[config.mk]
export PLATFORM = sky130hd
export DESIGN_NAME = keypad_scanner
export DESIGN_NICKNAME = d
export VERILOG_FILES = /design/src/rtl/keypad_pkg.sv /design/src/rtl/keypad_frame_debounce.sv /design/src/rtl/keypad_scanner.sv
export SDC_FILE = /design/constraint.sdc
export NUM_CORES = 1
export LEC_CHECK = 0
export ABC_AREA = 1
export BUFFER_PORTS_ARGS = -buffer_cell sky130_fd_sc_hd__buf_2
export CORE_MARGIN = 10
export CORE_UTILIZATION = 40
export CTS_CLUSTER_DIAMETER = 200
export DETAILED_ROUTE_END_ITERATION = 12
export PLACE_DENSITY = 0.6
export REMOVE_ABC_BUFFERS = 1
export SYNTH_ARGS = -nofsm -noshare
export SYNTH_HDL_FRONTEND = slang
export SYNTH_SLANG_ARGS = --single-unit
[constraint.sdc]
create_clock -name clk -period 2.8 [get_ports clk]
set_clock_uncertainty 0.2 [all_clocks]
set_input_delay 0 -clock clk [delete_from_list [all_inputs] [get_ports clk]]
set_output_delay 0 -clock clk [all_outputs]
set_load 0.05 [all_outputs]
[src/rtl/keypad_pkg.sv]
// Shared sizes, key index/bitmap types and the priority helper for the keypad scanner.
package keypad_pkg;

  localparam int unsigned NUM_ROWS  = 4;
  localparam int unsigned NUM_COLS  = 4;
  localparam int unsigned KEY_COUNT = 16;

  typedef logic [3:0]           key_idx_t;
  typedef logic [KEY_COUNT-1:0] key_map_t;

  // Index of the lowest set bit; 0 when the map is empty.
  function automatic key_idx_t lowest_set(input key_map_t map);
    key_idx_t idx;
    idx = '0;
    for (int i = KEY_COUNT - 1; i >= 0; i--) begin
      if (map[i]) idx = key_idx_t'(i);
    end
    return idx;
  endfunction

endpackage

[src/rtl/keypad_frame_debounce.sv]
// Frame-level debounce: confirms a raw key frame after DEBOUNCE_FRAMES identical frames and
// reports the lowest newly pressed key as a one-cycle event.
module keypad_frame_debounce
  import keypad_pkg::*;
#(
  parameter int unsigned DEBOUNCE_FRAMES = 3
) (
  input  logic     clk,
  input  logic     rst,
  input  key_map_t raw_i,
  input  logic     frame_end_i,
  output key_map_t keys_o,
  output logic     key_valid_o,
  output key_idx_t key_code_o
);

  localparam int unsigned MatchW = $clog2(DEBOUNCE_FRAMES + 1);
  localparam logic [MatchW-1:0] MatchMax = MatchW'(DEBOUNCE_FRAMES);

  logic [MatchW-1:0] match_q, match_d;
  key_map_t          prev_q, prev_d;
  key_map_t          keys_q, keys_d;
  logic              pend_q, pend_d;
  key_idx_t          pend_code_q, pend_code_d;
  logic              valid_q, valid_d;
  key_idx_t          code_q, code_d;
  key_map_t          new_keys;

  // Next-state: run-length match count, confirmed bitmap, and a one-cycle-delayed press event.
  always_comb begin
    match_d     = match_q;
    prev_d      = prev_q;
    keys_d      = keys_q;
    pend_d      = 1'b0;
    pend_code_d = pend_code_q;
    new_keys    = '0;
    if (frame_end_i) begin
      if (raw_i == prev_q) begin
        if (match_q != MatchMax) match_d = match_q + MatchW'(1);
      end else begin
        match_d = MatchW'(1);
      end
      prev_d = raw_i;
      if (match_d >= MatchMax) keys_d = raw_i;
      new_keys    = keys_d & ~keys_q;
      pend_d      = |new_keys;
      pend_code_d = lowest_set(new_keys);
    end
    // The event is presented the cycle after the bitmap changes.
    valid_d = pend_q;
    code_d  = pend_q ? pend_code_q : code_q;
  end

  // State registers with asynchronous clear.
  always_ff @(posedge clk or posedge rst) begin
    if (rst) begin
      match_q     <= '0;
      prev_q      <= '0;
      keys_q      <= '0;
      pend_q      <= 1'b0;
      pend_code_q <= '0;
      valid_q     <= 1'b0;
      code_q      <= '0;
    end else begin
      match_q     <= match_d;
      prev_q      <= prev_d;
      keys_q      <= keys_d;
      pend_q      <= pend_d;
      pend_code_q <= pend_code_d;
      valid_q     <= valid_d;
      code_q      <= code_d;
    end
  end

  assign keys_o      = keys_q;
  assign key_valid_o = valid_q;
  assign key_code_o  = code_q;

endmodule

[src/rtl/keypad_scanner.sv]
// 4x4 key matrix scanner: walks a low column across the matrix, samples synchronized rows into
// a raw frame, and hands each completed frame to the debouncer.
module keypad_scanner
  import keypad_pkg::*;
#(
  parameter int unsigned COL_CYCLES      = 100000,
  parameter int unsigned DEBOUNCE_FRAMES = 3
) (
  input  logic                clk,
  input  logic                rst,
  input  logic [NUM_ROWS-1:0] row_n,
  output logic [NUM_COLS-1:0] col_n,
  output key_map_t            keys,
  output logic                key_down,
  output logic                key_valid,
  output key_idx_t            key_code
);

  localparam int unsigned CntW = $clog2(COL_CYCLES);
  localparam logic [CntW-1:0] CntLast = CntW'(COL_CYCLES - 1);

  logic [NUM_ROWS-1:0] row_meta_q, row_sync_q;
  logic [CntW-1:0]     cnt_q, cnt_d;
  logic [1:0]          col_q, col_d;
  key_map_t            raw_q, raw_d;
  logic                capture;
  logic                frame_end;

  // Two-flop synchronizer for the asynchronous row inputs; clears to the idle (pulled-up) level.
  always_ff @(posedge clk or posedge rst) begin
    if (rst) begin
      row_meta_q <= '1;
      row_sync_q <= '1;
    end else begin
      row_meta_q <= row_n;
      row_sync_q <= row_meta_q;
    end
  end

  // Column timing and raw capture; raw_d already holds the current column's bits on capture.
  always_comb begin
    capture = (cnt_q == CntLast);
    cnt_d   = capture ? '0 : cnt_q + CntW'(1);
    col_d   = capture ? col_q + 2'd1 : col_q;
    raw_d   = raw_q;
    if (capture) raw_d[{col_q, 2'b00} +: NUM_ROWS] = ~row_sync_q;
    frame_end = capture && (col_q == 2'd3);
  end

  // Scan state registers.
  always_ff @(posedge clk or posedge rst) begin
    if (rst) begin
      cnt_q <= '0;
      col_q <= '0;
      raw_q <= '0;
    end else begin
      cnt_q <= cnt_d;
      col_q <= col_d;
      raw_q <= raw_d;
    end
  end

  assign col_n = ~(NUM_COLS'(1) << col_q);

  keypad_frame_debounce #(
    .DEBOUNCE_FRAMES(DEBOUNCE_FRAMES)
  ) u_debounce (
    .clk        (clk),
    .rst        (rst),
    .raw_i      (raw_d),
    .frame_end_i(frame_end),
    .keys_o     (keys),
    .key_valid_o(key_valid),
    .key_code_o (key_code)
  );

  assign key_down = |keys;

endmodule

==> results of run 1 <==
## final timing paths
path	slack [ns]	to	start	cells after the start
worst min-delay path	0.07	row_meta_q[3]	row_n[3]	2
min in group asynchronous	0.18	u_debounce.keys_o[1]	rst	3
worst min register to register	0.16	row_sync_q[1]	row_meta_q[1]	0
worst max register to register	-0.19	u_debounce.pend_code_q[2]	cnt_q[1]	24
max in group asynchronous	1.47	row_meta_q[3]	rst	4
worst max-delay path	-0.19	u_debounce.pend_code_q[2]	cnt_q[1]	24
## cell families after synthesis
group / Yosys count
muxes: 4
DFF: 87
buffers and inverters: 103
AOI/OAI and AO/OA: 58
xor gates and xnor gates: 2
and+or+nand+nor: 308
adders and majority gates: 6
## what timing repair did
item                       CTS  global route
hold endpoints to repair    59             0
setup buffers                7             1
setup endpoints to repair   21            21
gates cloned                 3             0
hold buffers                 5             0
gates resized for setup     47            19
pin swaps                   13             5
## synth_stat cells (all sizes together) (2+ instances only)
cell    instances
mux2            4
a21oi           8
nor4            6
xor2            2
nor2           63
clkbuf          3
dfrtp          79
ha              6
nand3          45
buf             5
inv            94
dfstp           8
nand4           4
nor3           10
o22ai           4
o21ai          41
nand2         178
## power by group
group          total (mW)  switching (mW)  internal, mW
logic              0.0421          0.0294        0.0127
registers            1.27         0.00410          1.27
clock network       0.879           0.446         0.433
## flip-flops by register name, summed over array words and instances (netlist names), 4 cells and up
signal                  count
u_debounce.keys_o          16
u_debounce.pend_code_q      4
cnt_q                      17
row_sync_q                  4
u_debounce.key_code_o       4
u_debounce.prev_q          16
row_meta_q                  4
raw_q                      16
## per-layer routing
| layer | part of all wire [%] | up-vias | track usage (%) |
|---|---|---|---|
| met5 | 0 | - | 0 |
| met4 | 2.0 | 0 | 5.209 |
| met3 | 3.4 | 19 | 2.681 |
| met2 | 50 | 68 | 24.35 |
| met1 | 45 | 1824 | 17.58 |
| li1 | - | 2011 | - |
## per-stage QoR
step	hold slack (ns)	total power, mW	area, µm²	util (%)	TNS [ns]
floorplan	-0.1955	1.314	4332	-	-13.67
global placement	-0.09516	1.331	5194	48.12	-3.383
detailed placement	-0.09350	1.332	5194	48.12	-5.485
CTS	0.06584	2.218	5720	53.00	-1.635
global route	0.07486	2.272	5801	53.74	-7.263
finish	0.07490	2.191	5801	53.74	-2.539
## layout make-up
type | instances | area, µm²
sequential | 87 | 2187
timing repair buffer | 113 | 868.3
fill | 1006 | 4992
clock inverter | 4 | 45.04
multi-input combinational | 379 | 1997
tap | 140 | 175.2
clock buffer | 12 | 145.1
timing repair inverter | 2 | 13.76
inverter | 95 | 369.1
## worst max-delay path: stages, from the launching register on
cell	delay, ns
sky130_fd_sc_hd__dfrtp_1	0.39
sky130_fd_sc_hd__ha_2	0.20
sky130_fd_sc_hd__nand2_2	0.07
sky130_fd_sc_hd__inv_2	0.05
sky130_fd_sc_hd__nand2_4	0.06
sky130_fd_sc_hd__nor2_4	0.04
sky130_fd_sc_hd__buf_12	0.15
sky130_fd_sc_hd__nand2_8	0.09
sky130_fd_sc_hd__inv_8	0.05
sky130_fd_sc_hd__nand2_4	0.05
sky130_fd_sc_hd__buf_4	0.10
sky130_fd_sc_hd__nand2_2	0.05
sky130_fd_sc_hd__nand2_1	0.06
sky130_fd_sc_hd__nand2_1	0.06
sky130_fd_sc_hd__nor2_2	0.15
sky130_fd_sc_hd__nand2_1	0.07
sky130_fd_sc_hd__nor2_1	0.11
sky130_fd_sc_hd__nand2_2	0.12
sky130_fd_sc_hd__nor2_4	0.14
sky130_fd_sc_hd__buf_12	0.13
sky130_fd_sc_hd__buf_6	0.12
sky130_fd_sc_hd__a31oi_1	0.09
sky130_fd_sc_hd__nand2_1	0.11
sky130_fd_sc_hd__nor2_2	0.05
sky130_fd_sc_hd__a22o_1	0.18
==> run summary, run 1 <==
The flow ran to the end, but the final reports show violations. The checks that failed: setup timing. For this run, the post-layout net count is 699. The via density per instance is 4.714. The fraction of final layout cells sized beyond drive strength 1 came out at 29.77%.

Static timing analysis puts the maximum clock frequency at 335.0 MHz. In the layout the commonest cells are sky130_fd_sc_hd__nand2_1 (154), sky130_fd_sc_hd__inv_1 (86), sky130_fd_sc_hd__dfrtp_1 (79). The global placement routability congestion came out at 0.9063. For this design the top-level I/O count stands at 32. Setup repair after global routing could not meet its margin everywhere. Summing the areas of all compound-gate instances in the mapped netlist gives 7.045% of the synthesized area.

The count of flip-flops with a built-in enable after synthesis is 0. Across the VDD grid, the largest voltage drop is 0.1931 mV. The height of the die is 124.7 µm. The type of destination of the critical path is a flop. The standard-cell row count came out at 38. The minimum period implied by the final worst setup slack came out at 2.985 ns. Clock-pin slew was measured on the worst setup and hold paths at 0.08 ns. The sequential element share of the synthesized area is 49.86%. The die covers 15560 µm². The number of synthesis warnings came out at 0.

In the synthesized netlist the dominant register cell turns out to be sky130_fd_sc_hd__dfrtp_1. At the pin with the least slew margin, the transition time is 0.9870 ns. Setup violations remaining at the end of the flow were counted as 21.

For this design, the sink count on the clock tree is 87. The average wire per cell in the routed design came out at 13.11 µm. The portion of the clock cycle consumed by the worst path in the final layout is 106.6%. Across the run, the number of max-cap violations was 0.

Averaged over all synthesized cells, the footprint is 7.723 µm². The count of endpoints failing hold in the final timing report is 0. Once the floorplan was initialized, standard cells occupied 40.64% of the core. The max-slew violation total from the final report is 0. The power per unit of standard cell area is 377.8 nW/µm². The clock tree synthesis step divided the H-tree into 3 levels. The worst-case clock buffer depth came out at 2. The finished layout holds 832 standard cells, fillers aside. The number of cells produced by synthesis came out at 568. By area the synthesized netlist is led by sky130_fd_sc_hd__dfrtp_1 (45%), sky130_fd_sc_hd__nand2_1 (14%), sky130_fd_sc_hd__inv_1 (7.7%). The core outline area came out at 10790 µm².

The placed cell count came out at 800. After synthesis, the share of flip-flops with an asynchronous set or reset is 100.0%. The die span in x is 124.7 µm.

The number of global-route vias before repair is 4032. The data required time of the worst path is 2.86 ns. The final layout contains routed wiring with a total length of 10910 µm. The remaining global-route overflow came out at 0. The detailed router's first-iteration violation count came out at 214.

The netlist area before placement is 4387 µm². The initial antenna violation count came out at 0. The share of Yosys cell area claimed by the top area cell type is 45.07%. The overall fraction of global-route tracks in use came out at 14.32%.

The HPWL after detailed placement is 7964 µm. The combinational family with the most area after synthesis is simple AND/OR/NAND/NOR gates. The pre-antenna-repair detailed-routing pass consisted of 7 iterations. Entering global routing, the biggest net connects 57 pins.

The worst-path maximum fanout came out at 7. Summing the areas of all and, or, nand and nor instances in the mapped netlist gives 30.46% of the synthesized area. The flop and latch count out of synthesis came out at 87. Summing the areas of all xor and xnor instances in the mapped netlist gives 0.3993% of the synthesized area. The mux share of post-synthesis cell area is 1.027%. The biggest area contributor in the post-synthesis netlist is sky130_fd_sc_hd__dfrtp_1. Once routing completed, OpenROAD measured the worst setup slack at -0.1853 ns. The worst-case headroom to the max-slew limit is 34.12%. The number of CTS-inserted buffers came out at 9. TritonCTS built the clock tree. The worst hold path belongs to the class in2reg. The wire length of the first global-routing pass is 18910 µm. The remaining design rule violation count is 0.

In this run the remaining antenna-violating nets after routing total 0. The root cell of the clock tree is sky130_fd_sc_hd__clkbuf_8. The count of different cell masters after synthesis came out at 36. The number of I/O port buffers came out at 31. The worst setup path is launched from a flop.

Clock latency on the worst-skew pair, taken at its later pin, is 0.37 ns. Summed over all cells, the static leakage comes to 2.972 nW. The adder-cell share of the synthesized area is 1.711%. The critical path is of the reg2reg type.

The antenna cell count is 0. From synthesis to final layout, the design area changed by 32.23%. The arrival time reported for the critical path endpoint came out at 3.04 ns. Leaving out fill and tap cells, the most frequent cell in the layout is sky130_fd_sc_hd__nand2_1. The routed layout has 3922 vias.

The pre-CTS setup slack came out at -0.3597 ns.
Power figures use the tool's default switching activity.
==> run 2: changes to the inputs <==
Settings changed: CELL_PAD_IN_SITES_DETAIL_PLACEMENT from default to 0, CELL_PAD_IN_SITES_GLOBAL_PLACEMENT from default to 1, PLACE_DENSITY 0.6 to 0.76, SLEW_MARGIN from default to 20.
==> run summary, run 2 (same netlist as run 1, synthesis figures left out) <==
The remaining design rule violation count is 0 (unchanged). The maximum level of the CTS H-tree came out at 3 (unchanged). The detailed router's first-iteration violation count is 175 (was 214). The element type at the critical path start is a flop (unchanged). The switching power of the nets is 535.8 µW (was 479.4 µW).

The HPWL after detailed placement came out at 8066 µm (was 7964 µm). The initial antenna violation count came to 0 (unchanged). The type of destination of the critical path is a flop (unchanged). The max capacitance violation total was 0 (unchanged). The multi-input gate area in the final layout came out at 2131 µm² (was 1997 µm²). The most frequent standard cell in the layout excluding fill and tap cells is sky130_fd_sc_hd__nand2_1 (unchanged). The area of all sequential standard cells is 2187 µm² (unchanged). The arrival time reported for the critical path endpoint is 3.11 ns (was 3.04 ns). The number of global-route vias before repair is 3877 (was 4032). The library cell appearing most often on the critical path is sky130_fd_sc_hd__nand2_1 (unchanged). Violations in the final reports: setup timing (unchanged).

The standard-cell row count came out at 38 (unchanged). The overall fraction of global-route tracks in use was 14.62% (was 14.32%). The root cell of the clock tree is sky130_fd_sc_hd__clkbuf_8 (unchanged). The length of the first detailed-routing pass in iterations was 4 (was 7).

The number of I/O port buffers is 31 (unchanged). The reg-to-reg endpoint was u_debounce.keys_o[3] (was u_debounce.pend_code_q[2]). The proportion of power drawn by the clock network came out at 38.8% (was 40.1%). The capturing instance or port of the critical path is u_debounce.keys_o[3] (was u_debounce.pend_code_q[2]).

The clock sink count is 87 (unchanged). The stage delay of the slowest cell on the critical path is 0.39 ns (about the same). The highest ir drop seen on vdd is 0.2305 mV (was 0.1931 mV). The data required time of the worst path was 2.91 ns (was 2.86 ns). The remaining global-route overflow is 0 (unchanged). The actual transition at the worst max-transition pin came out at 0.6245 ns (was 0.9870 ns). CP cell instances: ha_2 > nand2_2 > inv_2 > nand2_4 > nor2_4 > buf_12 > nand2_8 > clkinv_8 > nand2_4 > buf_6 > nand2_2 > nand2_1 > nand2_1 > nor2_2 > nand2_1 > nor2_2 > nand2_2 > nor2_4 > inv_2 > nor2_4 > buf_6 > buf_6 > nand2_1 > o21ai_1 (was ha_2 > nand2_2 > inv_2 > nand2_4 > nor2_4 > buf_12 > nand2_8 > inv_8 > nand2_4 > buf_4 > nand2_2 > nand2_1 > nand2_1 > nor2_2 > nand2_1 > nor2_1 > nand2_2 > nor2_4 > buf_12 > buf_6 > a31oi_1 > nand2_1 > nor2_2 > a22o_1). The power per unit of standard cell area is 360.6 nW/µm² (was 377.8 nW/µm²).

The origin of the worst setup path is cnt_q[0] (was cnt_q[1]). The worst path buffer plus inverter count is 7 (was 6). The maximum clock frequency came out at 332.5 MHz (was 335.0 MHz). Setup repair after global routing missed its margin: true (unchanged). The top-level I/O count is 32 (unchanged).

The worst-path cell with the longest stage delay was sky130_fd_sc_hd__dfrtp_1 (unchanged). The path type of the worst min-delay path is in2async (was in2reg). The core outline area came out at 10790 µm² (unchanged). The max-slew violation total from the final report came out at 0 (unchanged). The clock-pin slew on the worst setup and hold paths is 0.10 ns (was 0.08 ns). The slack of the worst reg-to-reg path came to -0.21 ns (was -0.19 ns). The remaining number of nets flagged by the antenna check after routing came to 0 (unchanged). The logic depth of the worst path, buffers included is 24 (unchanged). The worst-case clock buffer depth is 2 (unchanged). The type of the worst setup path is reg2reg (unchanged). The count of endpoints failing hold in the final timing report came to 0 (unchanged). The clock tree from TritonCTS is built (unchanged). Most frequent cells in the layout: sky130_fd_sc_hd__nand2_1 (143), sky130_fd_sc_hd__inv_1 (83), sky130_fd_sc_hd__dfrtp_1 (79) (was sky130_fd_sc_hd__nand2_1 (154), sky130_fd_sc_hd__inv_1 (86), sky130_fd_sc_hd__dfrtp_1 (79)). The leakage power total came to 3.020 nW (was 2.972 nW). The antenna cell count is 0 (unchanged). Outcome: finished with violations (unchanged). The clock latency on the worst-skew pair is 0.38 ns (was 0.37 ns). The minimum period implied by the final worst setup slack is 3.007 ns (was 2.985 ns). The family of cells with the greatest summed delay on the critical path is simple AND/OR/NAND/NOR gates (unchanged). The layout overhead on the synthesized area is 35.62% (was 32.23%). The total via count after detailed routing is 3949 (was 3922). The total wire length came out at 11270 µm (was 10910 µm). The fraction of final layout cells sized beyond drive strength 1 came out at 34.15% (was 29.77%). The launching point of the worst reg2reg path is cnt_q[0] (was cnt_q[1]). The layout filler cell count is 998 (was 1006). The portion of the clock cycle consumed by the worst path in the final layout came to 107.4% (was 106.6%). The number of CTS-inserted buffers was 9 (unchanged). The minimum hold slack came to 0.02615 ns (was 0.07490 ns). The portion of total power attributed to combinational logic came out at 2.0% (was 1.9%).

The setup slack of the critical path after layout came out at -0.2074 ns (was -0.1853 ns). The pin count of the biggest net entering global routing came out at 55 (was 57). The number of endpoints failing setup at the final stage was 21 (unchanged).

The global placement routability congestion came out at 0.8667 (was 0.9063). The die span in x was 124.7 µm (unchanged). The via density per instance came out at 4.735 (was 4.714).

The wire length of the first global-routing pass is 18930 µm (was 18910 µm). The sequential group share of total power is 59.2% (was 58.0%). The core utilization of the finished layout was 55.12% (was 53.74%). The height of the die came to 124.7 µm (unchanged).

The switching part of the total came out at 24.97% (was 21.88%). The register ranked first by flip-flop count was cnt_q (unchanged). The internal portion of total power is 1.610 mW (was 1.712 mW).

The initial standard-cell utilization of the core came out at 40.64% (unchanged). The final-stage net count is 701 (was 699). The count of cells along the worst register-to-register path came out at 24 (unchanged). The worst-path maximum fanout is 8 (was 7). The worst-case headroom to the max-slew limit is 58.32% (was 34.12%).

The area of the die is 15560 µm² (unchanged). The number of flip-flops in the largest register is 17 (unchanged). The average wire per cell in the routed design came to 13.51 µm (was 13.11 µm).
run 2: cell count changes in the layout (fill, tap and decap cells not counted), moves of 3 or more:
cell	delta
sky130_fd_sc_hd__inv_6	+3
sky130_fd_sc_hd__o21ai_0	-5
sky130_fd_sc_hd__inv_1	-3
sky130_fd_sc_hd__buf_4	-3
sky130_fd_sc_hd__nor2_2	+3
sky130_fd_sc_hd__nand2_1	-11
sky130_fd_sc_hd__clkinv_2	-4
sky130_fd_sc_hd__clkinvlp_4	+3
sky130_fd_sc_hd__o21ai_2	+4
sky130_fd_sc_hd__buf_6	+8
sky130_fd_sc_hd__nand2_2	+9
run 2: how the worst min path moves through the flow:
stage / from / endpoint / depth (start not counted)
after floorplan: row_n[0] / row_meta_q[0] / 0
after global placement: rst / col_q[0] / 2
after detailed placement: rst / col_q[0] / 2
after CTS: rst / col_q[0] / 3
after global routing: rst / col_q[0] / 3
final: rst / col_q[0] / 3
run 2: cell type report:
type | count | area share (%)
clock buffers | 9 | 2.082
multi-input cells | 379 | 35.81
well taps | 140 | 2.944
repair buffers | 115 | 14.81
inverters | 95 | 6.351
repair inverters | 2 | 0.2734
clock inverters | 7 | 0.9674
flip-flops and latches | 87 | 36.76
run 2: metrics by stage:
| stage | cell area, µm² | instances | worst slack [ns] | total power, mW | TNS, ns |
|---|---|---|---|---|---|
| 2_1_floorplan | 4332 | 560 | -0.7975 | 1.314 | -13.67 |
| 3_3_place_gp | 5149 | 794 | -0.2889 | 1.330 | -4.372 |
| 3_5_place_dp | 5149 | 794 | -0.3077 | 1.331 | -5.429 |
| 4_1_cts | 5754 | 827 | -0.1165 | 2.175 | -2.001 |
| 5_1_grt | 5949 | 834 | -0.3994 | 2.223 | -7.655 |
| 6_report | 5949 | 834 | -0.2074 | 2.146 | -3.220 |
run 2: timing repair:
| item | 4_1_cts | 5_1_grt |
|---|---|---|
| pin swaps | 21 | 6 |
| gates cloned | 3 | 1 |
| resized for setup | 71 | 45 |
| hold buffers | 5 | 0 |
| setup buffers | 9 | 7 |
| endpoints found under the setup margin | 21 | 22 |
| hold endpoints to repair | 87 | 0 |
run 2: power groups by stage:
| stage | clock, mW | sequential [mW] | combinational, mW |
|---|---|---|---|
| after floorplan | 0 | 1.29 | 0.0215 |
| after detailed placement | 0 | 1.29 | 0.0375 |
| final | 0.833 | 1.27 | 0.0423 |
| after global routing | 0.903 | 1.27 | 0.0488 |
| after global placement | 0 | 1.29 | 0.0369 |
| after CTS | 0.860 | 1.27 | 0.0450 |
run 2: layer usage:
metal	share of wire, %	vias up	GRT usage [%]
li1	-	2015	-
met1	45	1854	18.47
met2	50	64	24.29
met3	3.4	16	2.170
met4	1.8	0	6.100
met5	0	-	0
run 2: worst min-delay path: stages:
cell                            delay (ns)
sky130_fd_sc_hd__dlygate4sd3_1        0.53
sky130_fd_sc_hd__buf_2                0.12
sky130_fd_sc_hd__clkinv_2             0.41
==> run 3: changes to the inputs <==
Settings changed: SYNTH_HIERARCHICAL from default to 1.
==> run summary, run 3 <==
Outcome: finished with violations (unchanged). Violations in the final reports: setup timing (unchanged). The minimum period implied by the final worst setup slack came out at 2.958 ns (was 3.007 ns). The register ranked first by flip-flop count was cnt_q (unchanged). The worst-case headroom to the max-slew limit was 47.79% (was 58.32%).

The filler-free cell count of the finished design came out at 806 (was 834). The netlist area before placement came out at 4312 µm² (was 4387 µm²). The number of cells produced by synthesis came out at 548 (was 568). The sequential element share of the synthesized area was 50.73% (was 49.86%). The max capacitance violation total came out at 0 (unchanged). The count of endpoints failing hold in the final timing report was 0 (unchanged).

The dominant register cell in the synthesized netlist is sky130_fd_sc_hd__dfrtp_1 (unchanged). The clock latency on the worst-skew pair was 0.37 ns (was 0.38 ns). The top-level I/O count is 32 (unchanged). The average wire per cell in the routed design is 13.51 µm (about the same). The remaining design rule violation count is 0 (unchanged).

The via density per instance is 4.648 (was 4.735). The highest ir drop seen on vdd is 0.2878 mV (was 0.2305 mV). The element type at the critical path start is a flop (unchanged). The cell accounting for the most synthesized area is sky130_fd_sc_hd__dfrtp_1 (unchanged). The pin count of the biggest net entering global routing came out at 29 (was 55). The number of flip-flops in the largest register is 17 (unchanged). The max-slew violation total from the final report came out at 0 (unchanged).

The portion of the clock cycle consumed by the worst path in the final layout came out at 105.6% (was 107.4%). The height of the die came to 123.8 µm (was 124.7 µm). Most frequent cells in the layout: sky130_fd_sc_hd__nand2_1 (144), sky130_fd_sc_hd__dfrtp_1 (79), sky130_fd_sc_hd__nor2_1 (70), sky130_fd_sc_hd__buf_4 (70), sky130_fd_sc_hd__inv_1 (60) (was sky130_fd_sc_hd__nand2_1 (143), sky130_fd_sc_hd__inv_1 (83), sky130_fd_sc_hd__dfrtp_1 (79)). The length of the first detailed-routing pass in iterations came out at 4 (unchanged). Top cells by instance count after synthesis: sky130_fd_sc_hd__nand2_1 (178), sky130_fd_sc_hd__dfrtp_1 (79), sky130_fd_sc_hd__nor2_1 (75) (was sky130_fd_sc_hd__nand2_1 (166), sky130_fd_sc_hd__inv_1 (90), sky130_fd_sc_hd__dfrtp_1 (79)). The root cell of the clock tree is sky130_fd_sc_hd__clkbuf_8 (unchanged).

The remaining global-route overflow is 0 (unchanged). The number of endpoints failing setup at the final stage came to 21 (unchanged). The average footprint of a synthesized cell is 7.868 µm² (was 7.723 µm²). The power per unit of standard cell area is 396.0 nW/µm² (was 360.6 nW/µm²). The path type of the worst min-delay path is in2async (unchanged). The core outline area came out at 10420 µm² (was 10790 µm²). The overall fraction of global-route tracks in use was 15.01% (was 14.62%).

The die span in x came out at 123.8 µm (was 124.7 µm). The total via count after detailed routing came out at 3746 (was 3949). The maximum clock frequency is 338.1 MHz (was 332.5 MHz).

The pre-CTS setup slack came out at -0.2269 ns (was -0.3077 ns). The final-stage net count is 677 (was 701). The number of I/O port buffers was 31 (unchanged). The data required time of the worst path was 2.90 ns (was 2.91 ns).

The total wire length came out at 10890 µm (was 11270 µm). The area of the die came out at 15330 µm² (was 15560 µm²). The global placement routability congestion is 0.8750 (was 0.8667). The initial standard-cell utilization of the core is 41.39% (was 40.64%). The clock-pin slew on the worst setup and hold paths came out at 0.10 ns (about the same). The minimum hold slack is 0.03034 ns (was 0.02615 ns). The remaining number of nets flagged by the antenna check after routing is 0 (unchanged). The total power draw came out at 2.278 mW (was 2.146 mW). The cell area after layout is 5753 µm² (was 5949 µm²).

The flop and latch count out of synthesis is 87 (unchanged). The count of flip-flops with a built-in enable after synthesis came out at 0 (unchanged). The placed cell count came out at 766 (was 794). The most used standard cell by instance count after synthesis is sky130_fd_sc_hd__nand2_1 (unchanged).

The clock tree from TritonCTS is built (unchanged). The number of CTS-inserted buffers came to 9 (unchanged). The number of synthesis warnings is 6 (was 0). Setup repair after global routing missed its margin: true (unchanged).

The type of the worst setup path was reg2reg (unchanged). The initial antenna violation count is 0 (unchanged). The arrival time reported for the critical path endpoint is 3.06 ns (was 3.11 ns). The count of different cell masters after synthesis was 31 (was 36). The leakage power total is 2.873 nW (was 3.020 nW). The fraction of final layout cells sized beyond drive strength 1 is 32.39% (was 34.15%).

The setup slack of the critical path after layout came to -0.1578 ns (was -0.2074 ns). The share of synthesized flip-flops with an asynchronous set or reset came out at 100.0% (unchanged). The worst-case clock buffer depth is 2 (unchanged). The antenna cell count came out at 0 (unchanged). The worst-path maximum fanout was 8 (unchanged).

The clock sink count came to 87 (unchanged). The HPWL after detailed placement is 7833 µm (was 8066 µm). The standard-cell row count came out at 37 (was 38).

The maximum level of the CTS H-tree came out at 3 (unchanged). The placement-stage cell area came out at 5032 µm² (was 5149 µm²). The most frequent standard cell in the layout excluding fill and tap cells was sky130_fd_sc_hd__nand2_1 (unchanged). The number of global-route vias before repair is 3778 (was 3877). The share of Yosys cell area claimed by the top area cell type is 45.85% (was 45.07%). Leading post-synthesis cells by cell area: sky130_fd_sc_hd__dfrtp_1 (46%), sky130_fd_sc_hd__nand2_1 (15%), sky130_fd_sc_hd__nor2_1 (6.5%) (was sky130_fd_sc_hd__dfrtp_1 (45%), sky130_fd_sc_hd__nand2_1 (14%), sky130_fd_sc_hd__inv_1 (7.7%)).

The actual transition at the worst max-transition pin came out at 0.7783 ns (was 0.6245 ns). The type of destination of the critical path is a flop (unchanged). The detailed router's first-iteration violation count came out at 152 (was 175). The wire length of the first global-routing pass is 18380 µm (was 18930 µm).

The layout overhead on the synthesized area came out at 33.43% (was 35.62%).
[run 3: cell types whose count changed after synthesis, sizes merged, moves of 3 or more]
cell   delta
inv      -19
nand2     +3
nand3    -26
nand4     +4
nor2     +15
nor3      -6
nor4      -4
o21ai     +6
o22ai     -3
xnor2    +10
xor2      +4
[run 3: final timing paths]
kind | start | to | slack, ns | cells after the start
setup / recovery | cnt_q[12] | u_debounce/pend_code_q[2] | -0.16 | 19
hold / removal | rst | u_debounce/pend_code_q[0] | 0.03 | 3
setup reg to reg | cnt_q[12] | u_debounce/pend_code_q[2] | -0.16 | 19
hold reg to reg | row_meta_q[3] | row_sync_q[3] | 0.16 | 0
max in group asynchronous | rst | row_sync_q[2] | 1.58 | 4
min in group clk | row_n[3] | row_meta_q[3] | 0.08 | 2
[run 3: cell type report]
cell class,instances,area [µm²]
clock buffer,11,131.4
clock inverter,5,82.58
fill,963,4663
inverter,75,296.5
multi-input combinational,376,2042
sequential,87,2187
tap,136,170.2
timing repair buffer,113,818.3
timing repair inverter,3,25.02
[run 3: logic make-up (layout without fill, tap and decap cells)]
family	after synthesis	in the layout	share of synthesized area [%]
multiplexers	2	2	0.5223
adder cells (fa/ha/maj)	6	6	1.741
XOR/XNOR	16	16	3.250
AO/OA/AOI/OAI	55	55	6.733
buffers and inverters	85	207	8.386
flip-flops	87	87	50.73
AND/OR/NAND/NOR	297	297	28.64
[run 3: per-stage QoR]
| stage | setup TNS [ns] | util (%) |
|---|---|---|
| 2_1_floorplan | -5.889 | - |
| 3_3_place_gp | -2.191 | 48.31 |
| 3_5_place_dp | -3.166 | 48.31 |
| 4_1_cts | -0.4712 | 53.50 |
| 5_1_grt | -5.705 | 55.23 |
| 6_report | -2.270 | 55.23 |
[run 3: repair_timing]
action,CTS,global route
pin swaps,29,27
setup buffers,8,9
setup endpoints to repair,21,21
hold endpoints to repair,52,0
hold buffers,5,0
gates cloned,3,0
resized for setup,57,34
[run 3: power breakdown]
group | total (mW) | internal [mW] | switching [mW]
Sequential | 1.27 | 1.27 | 0.00297
Clock | 0.970 | 0.503 | 0.467
Combinational | 0.0389 | 0.00995 | 0.0290
[run 3: worst max-delay path, stage by stage, from the launching register on]
cell	delay, ns
sky130_fd_sc_hd__dfrtp_1	0.41
sky130_fd_sc_hd__nor2_2	0.16
sky130_fd_sc_hd__nand3_2	0.11
sky130_fd_sc_hd__nor2_4	0.26
sky130_fd_sc_hd__nand2_4	0.17
sky130_fd_sc_hd__inv_8	0.12
sky130_fd_sc_hd__nand2_1	0.07
sky130_fd_sc_hd__nand2_2	0.07
sky130_fd_sc_hd__xnor2_1	0.12
sky130_fd_sc_hd__nand2_1	0.11
sky130_fd_sc_hd__nor2_1	0.11
sky130_fd_sc_hd__nand2_1	0.09
sky130_fd_sc_hd__nor2_4	0.14
sky130_fd_sc_hd__nand2_4	0.11
sky130_fd_sc_hd__clkinvlp_4	0.16
sky130_fd_sc_hd__a21oi_2	0.07
sky130_fd_sc_hd__buf_4	0.14
sky130_fd_sc_hd__o21ai_2	0.14
sky130_fd_sc_hd__nand2_1	0.07
sky130_fd_sc_hd__o21ai_1	0.07
[run 3: per-layer routing]
| layer | share of wire [%] | wire, µm | GRT usage, % | vias up |
|---|---|---|---|---|
| met2 | 48 | 5225 | 24.40 | 57 |
| met3 | 3.9 | 424 | 2.715 | 21 |
| li1 | - | - | - | 1923 |
| met1 | 46 | 5025 | 19.31 | 1745 |
| met5 | 0 | 0 | 0 | - |
| met4 | 2.0 | 216 | 6.186 | 0 |
